File: src/rtl/des_spi_master.sv
// des_spi_master -- SPI mode-0 master, host side of the DES core's SPI slave link.
//
// Every transaction is full duplex and DATA_W bits long, MSB first: tx_data
// goes out on mosi and miso is captured into rx_data. A plaintext write sends
// the plaintext; a ciphertext read sends all zeros.
//
// Valid/ready contract: start acts as "valid" and !busy as "ready". A start
// is accepted only on a cycle where busy=0; tx_data is captured on that cycle.
// busy stays high until the end of the post-transaction gap. A start that
// arrives while busy=1 is dropped, not queued. done pulses for one cycle when
// rx_data holds the captured word; rx_data then holds until the next done.
//
// Parameters:
//   DATA_W  bits per transaction (>=2)
//   CLK_DIV sclk half-period in clk cycles (>=1)
//   CS_GAP  minimum clk cycles cs_n stays high between transactions (>=1)
//
// Ports:
//   clk       system clock, all logic on posedge
//   rst       asynchronous reset, active low
//   start     transaction request
//   tx_data   word to send
//   busy      transaction (or trailing gap) in progress
//   done      one-cycle pulse, rx_data valid
//   rx_data   word captured from miso
//   sclk      SPI clock, idle low
//   cs_n      chip select, active low
//   mosi      master data out
//   miso      slave data in
//   dbg_state current FSM state (IDLE=0 SETUP=1 SHIFT=2 HOLD=3 GAP=4)
//
// Build option: SPI_MASTER_LOOPBACK_EN -- when defined, the shift register
// captures the internal mosi register instead of the miso pin, so rx_data
// equals tx_data. Pin behaviour is unchanged.

module des_spi_master #(
  parameter int DATA_W  = 64,
  parameter int CLK_DIV = 5,
  parameter int CS_GAP  = 20
) (
  input  logic              clk,
  input  logic              rst,
  input  logic              start,
  input  logic [DATA_W-1:0] tx_data,
  output logic              busy,
  output logic              done,
  output logic [DATA_W-1:0] rx_data,
  output logic              sclk,
  output logic              cs_n,
  output logic              mosi,
  input  logic              miso,
  output logic [2:0]        dbg_state
);

  localparam logic [2:0] S_IDLE  = 3'd0;
  localparam logic [2:0] S_SETUP = 3'd1;
  localparam logic [2:0] S_SHIFT = 3'd2;
  localparam logic [2:0] S_HOLD  = 3'd3;
  localparam logic [2:0] S_GAP   = 3'd4;

  localparam int DIV_W = $clog2(CLK_DIV + 1);
  localparam int BIT_W = $clog2(DATA_W + 1);
  localparam int GAP_W = $clog2(CS_GAP + 1);

  localparam logic [DIV_W-1:0] DIV_LAST = DIV_W'(CLK_DIV - 1);
  localparam logic [BIT_W-1:0] BIT_ALL  = BIT_W'(DATA_W);
  localparam logic [GAP_W-1:0] GAP_LAST = GAP_W'(CS_GAP - 1);

  logic [2:0]        state;
  logic [DIV_W-1:0]  div_cnt;
  logic [BIT_W-1:0]  bit_cnt;
  logic [GAP_W-1:0]  gap_cnt;
  logic [DATA_W-1:0] shift_reg;
  logic              tick;
  logic              cap_bit;

  assign tick      = (div_cnt == DIV_LAST);
  assign dbg_state = state;

`ifdef SPI_MASTER_LOOPBACK_EN
  // mosi already holds the bit being clocked out on this rising edge.
  assign cap_bit = mosi;
`else
  assign cap_bit = miso;
`endif

  always_ff @(posedge clk or negedge rst) begin
    if (!rst) begin
      state     <= S_IDLE;
      div_cnt   <= '0;
      bit_cnt   <= '0;
      gap_cnt   <= '0;
      shift_reg <= '0;
      rx_data   <= '0;
      busy      <= 1'b0;
      done      <= 1'b0;
      sclk      <= 1'b0;
      cs_n      <= 1'b1;
      mosi      <= 1'b0;
    end else begin
      done <= 1'b0;
      // Half-period timer runs only through the active phases.
      if (state == S_SETUP || state == S_SHIFT || state == S_HOLD) begin
        div_cnt <= tick ? '0 : div_cnt + DIV_W'(1);
      end else begin
        div_cnt <= '0;
      end

      case (state)
        S_IDLE: begin
          if (start) begin
            // cs_n and the first data bit are set up on the accepting edge so
            // mosi has a full SETUP phase plus one half-period before rising sclk.
            shift_reg <= tx_data;
            busy      <= 1'b1;
            cs_n      <= 1'b0;
            sclk      <= 1'b0;
            mosi      <= tx_data[DATA_W-1];
            state     <= S_SETUP;
          end
        end

        S_SETUP: begin
          if (tick) begin
            bit_cnt <= '0;
            state   <= S_SHIFT;
          end
        end

        S_SHIFT: begin
          if (tick) begin
            sclk <= ~sclk;
            if (!sclk) begin
              // Rising toggle: capture the incoming bit.
              shift_reg <= {shift_reg[DATA_W-2:0], cap_bit};
              bit_cnt   <= bit_cnt + BIT_W'(1);
            end else if (bit_cnt == BIT_ALL) begin
              state <= S_HOLD;
            end else begin
              // Falling toggle: after the shift, the next bit to send is the MSB.
              mosi <= shift_reg[DATA_W-1];
            end
          end
        end

        S_HOLD: begin
          if (tick) begin
            cs_n    <= 1'b1;
            mosi    <= 1'b0;
            rx_data <= shift_reg;
            done    <= 1'b1;
            gap_cnt <= '0;
            state   <= S_GAP;
          end
        end

        S_GAP: begin
          if (gap_cnt == GAP_LAST) begin
            gap_cnt <= '0;
            busy    <= 1'b0;
            state   <= S_IDLE;
          end else begin
            gap_cnt <= gap_cnt + GAP_W'(1);
          end
        end

        default: state <= S_IDLE;
      endcase
    end
  end

endmodule

File: config.mk
export PLATFORM = sky130hd
export DESIGN_NAME = des_spi_master
export DESIGN_NICKNAME = d
export VERILOG_FILES = /design/src/rtl/des_spi_master.sv
export SDC_FILE = /design/constraint.sdc
export NUM_CORES = 1
export LEC_CHECK = 0
export CORE_MARGIN = 3
export CORE_UTILIZATION = 45
export DETAILED_ROUTE_END_ITERATION = 8
export PLACE_DENSITY = 0.79
export SETUP_SLACK_MARGIN = 0.5
export SYNTH_ARGS = -nofsm -noshare
export SYNTH_HDL_FRONTEND = slang
export SYNTH_SLANG_ARGS = --single-unit
export TNS_END_PERCENT = 50
File: constraint.sdc
create_clock -name clk -period 4.4 [get_ports clk]
set_input_delay 1.1 -clock clk [delete_from_list [all_inputs] [get_ports clk]]
set_output_delay 1.1 -clock clk [all_outputs]
set_load 0.005 [all_outputs]
==> impl_metrics.env <==
export IMPL_ant_nets=0
export IMPL_syn_area_sq_mm=0.006559
export IMPL_regArea_sq_mm=0.003784
export IMPL_layout_drive_gt1_share=0.05711
export IMPL_path_class="reg2out"
export IMPL_async_flop_share=1.000
export IMPL_viasPerCell=5.102
export IMPL_initial_core_util=0.4671
export IMPL_ios=140
export IMPL_crit_chain="clkdlybuf4s50_1"
export IMPL_synthesis_nets=758
export IMPL_hold_class="reg2reg"
export IMPL_finalMaxSlewViolations=0
export IMPL_skew_ps=7.587
export IMPL_final_core_util=0.6206
export IMPL_port_buffers=139
export IMPL_synth_most_common_cell="nand2_1"
export IMPL_drt_first_pass_iters=4
export IMPL_clockBufferDepth=2
export IMPL_hold_ws_ps=470.2
export IMPL_gp_congestion=0.7717
export IMPL_tns_ps=0
export IMPL_vias=5117
export IMPL_fin_crit_sh=0.7139
export IMPL_place_area_sq_mm=0.008094
export IMPL_worstRegToRegCells=5
export IMPL_peakVddDrop_mv=0.2950
export IMPL_cpMaxStageDelayCell="dfrtp_4"
export IMPL_yosysTopAreaCell="dfrtp_1"
export IMPL_core_area_sq_mm=0.01404
export IMPL_grtUsageTotal=0.1892
export IMPL_die_area_sq_mm=0.01606
export IMPL_critPathLaunchType="flop"
export IMPL_grt_pass1_wl_microns=24830
export IMPL_wl_per_cell_microns=14.49
export IMPL_setup_viol=0
export IMPL_yosys_cell_types_count=43
export IMPL_path_depth=1
export IMPL_grt_overflow=0
export IMPL_path_buf_inv=1
export IMPL_crit_arrival_ps=2040
export IMPL_tightest_slew_ps=845.9
export IMPL_row_count=43
export IMPL_dp_hpwl_microns=9216
export IMPL_clk_pin_slew_ps=60
export IMPL_leakage_nw=4.470
export IMPL_endpoint_kind="primary output"
export IMPL_wl_microns=14540
export IMPL_multi_input_area_sq_mm=0.002605
export IMPL_hold_viol=0
export IMPL_cts_made_buffers=17
export IMPL_rsz0062_at_grt="no"
export IMPL_ys_seq_elements=151
export IMPL_drt_initial_drc_count=216
export IMPL_nNetsFinal=883
export IMPL_cp_top_family="flip-flops"
export IMPL_cts_tree="built"
export IMPL_avgSynthCellArea_sq_um=9.575
export IMPL_synth_edf_count=0
export IMPL_relSlewSlack=0.4361
export IMPL_max_freq_mhz=318.4
export IMPL_ctsResizeCount=0
export IMPL_antenna_cells=0
export IMPL_cts_root_buf="clkbuf_16"
export IMPL_cp_data_required_time_ps=3300
export IMPL_ys_top_cells_by_area="dfrtp_1, nand2_1, mux2i_1"
export IMPL_area_growth_pct=32.87
export IMPL_cts_htree_levels=4
export IMPL_yosys_warnings=0
export IMPL_grt_max_degree=88
export IMPL_clkSinkCount=151
export IMPL_grt_pass1_vias=5078
export IMPL_cts_setup_buffers=0
export IMPL_drv_cap=0
export IMPL_fp_dieW_microns=126.7
export IMPL_critPathMaxFanout=52
export IMPL_synth_commonest_cells="nand2_1, dfrtp_1, o21ai_0"
export IMPL_min_period_ps=3141
export IMPL_post_route_drc_count=0
export IMPL_worst_path_largest_cell_delay_ps=980
export IMPL_num_fill_cells=1163
export IMPL_status="finished clean"
export IMPL_cts_hold_buf=0
export IMPL_ys_seq_area_frac=0.5763
export IMPL_clkLatencyLatePin_ps=410
export IMPL_die_h_microns=126.7
export IMPL_synthesis_instances=685
export IMPL_power_density_mw_per_mm2=345.7
export IMPL_synth_top_area_frac=0.5723
export IMPL_ys_flop_type="dfrtp_1"
export IMPL_antenna_found_initial=0
export IMPL_postLayoutCellArea_sq_mm=0.008715
export IMPL_hold_depth=2
==> stage by stage <==
stage	cells	total power, W	worst slack, ps
after floorplan	685	0.001421	2305
after global placement	971	0.001515	1591
after detailed placement	971	0.001515	1566
after CTS	1003	0.003044	1234
after global routing	1003	0.003113	1162
final	1003	0.003013	1259
==> power by group <==
part | leakage [nW] | switching, W | internal, W
Combinational | 2.10 | 0.0000379 | 0.0000566
Clock | 0.301 | 0.000567 | 0.000958
Sequential | 2.07 | 0.00000181 | 0.00139
Total | 4.47 | 0.000607 | 0.00241
==> cells in the final DEF, fill, tap and decap left out, types with 5 or more instances in the layout <==
master / instances
nand3_1: 8
mux2i_1: 66
clkdlybuf4s50_1: 138
nor2_1: 9
nand2_1: 272
dfrtp_1: 149
clkinv_2: 6
clkbuf_16: 17
o21ai_0: 73
ha_1: 5
inv_1: 7
buf_4: 5
==> metal layers <==
metal	track usage	routed length, microns	up-vias	part of all wire
met5	0	0	-	0
met4	0.05300	155	0	0.011
met3	0.05853	771	18	0.053
met2	0.2979	6763	112	0.47
met1	0.2550	6847	2471	0.47
li1	-	-	2516	-
==> logic make-up (layout without fill, tap and decap cells) <==
family                     after synthesis  after routing  share of synthesized area
xor gates and xnor gates                 4              4                   0.005342
muxes                                   67             67                     0.1024
and+or+nand+nor                        316            316                     0.1961
adders and majority gates                5              5                   0.009538
AOI/OAI and AO/OA                       95             95                    0.08012
DFF                                    151            151                     0.5763
buffers and inverters                   47            185                    0.03014
==> worst paths after layout <==
kind	from	to	slack, ps
worst max-delay path	dbg_state[1]$_DFFE_PN0P_	dbg_state[1]	1260
worst min-delay path	rx_data[24]$_DFFE_PN0P_	rx_data[24]$_DFFE_PN0P_	470
worst max register to register	dbg_state[1]$_DFFE_PN0P_	bit_cnt[5]$_DFFE_PN0P_	1590
worst min register to register	rx_data[24]$_DFFE_PN0P_	rx_data[24]$_DFFE_PN0P_	470
max in group asynchronous	rst	shift_reg[32]$_DFFE_PN0P_	2870
min in group asynchronous	rst	dbg_state[2]$_DFFE_PN0P_	680
==> cell type report <==
class | count | share of cell area
multi-input cells | 487 | 0.2989
clock buffers | 18 | 0.05039
clock inverters | 14 | 0.02082
well taps | 180 | 0.02584
inverters | 8 | 0.003446
repair buffers | 145 | 0.1664
flip-flops and latches | 151 | 0.4342
Power figures use the tool's default switching activity.
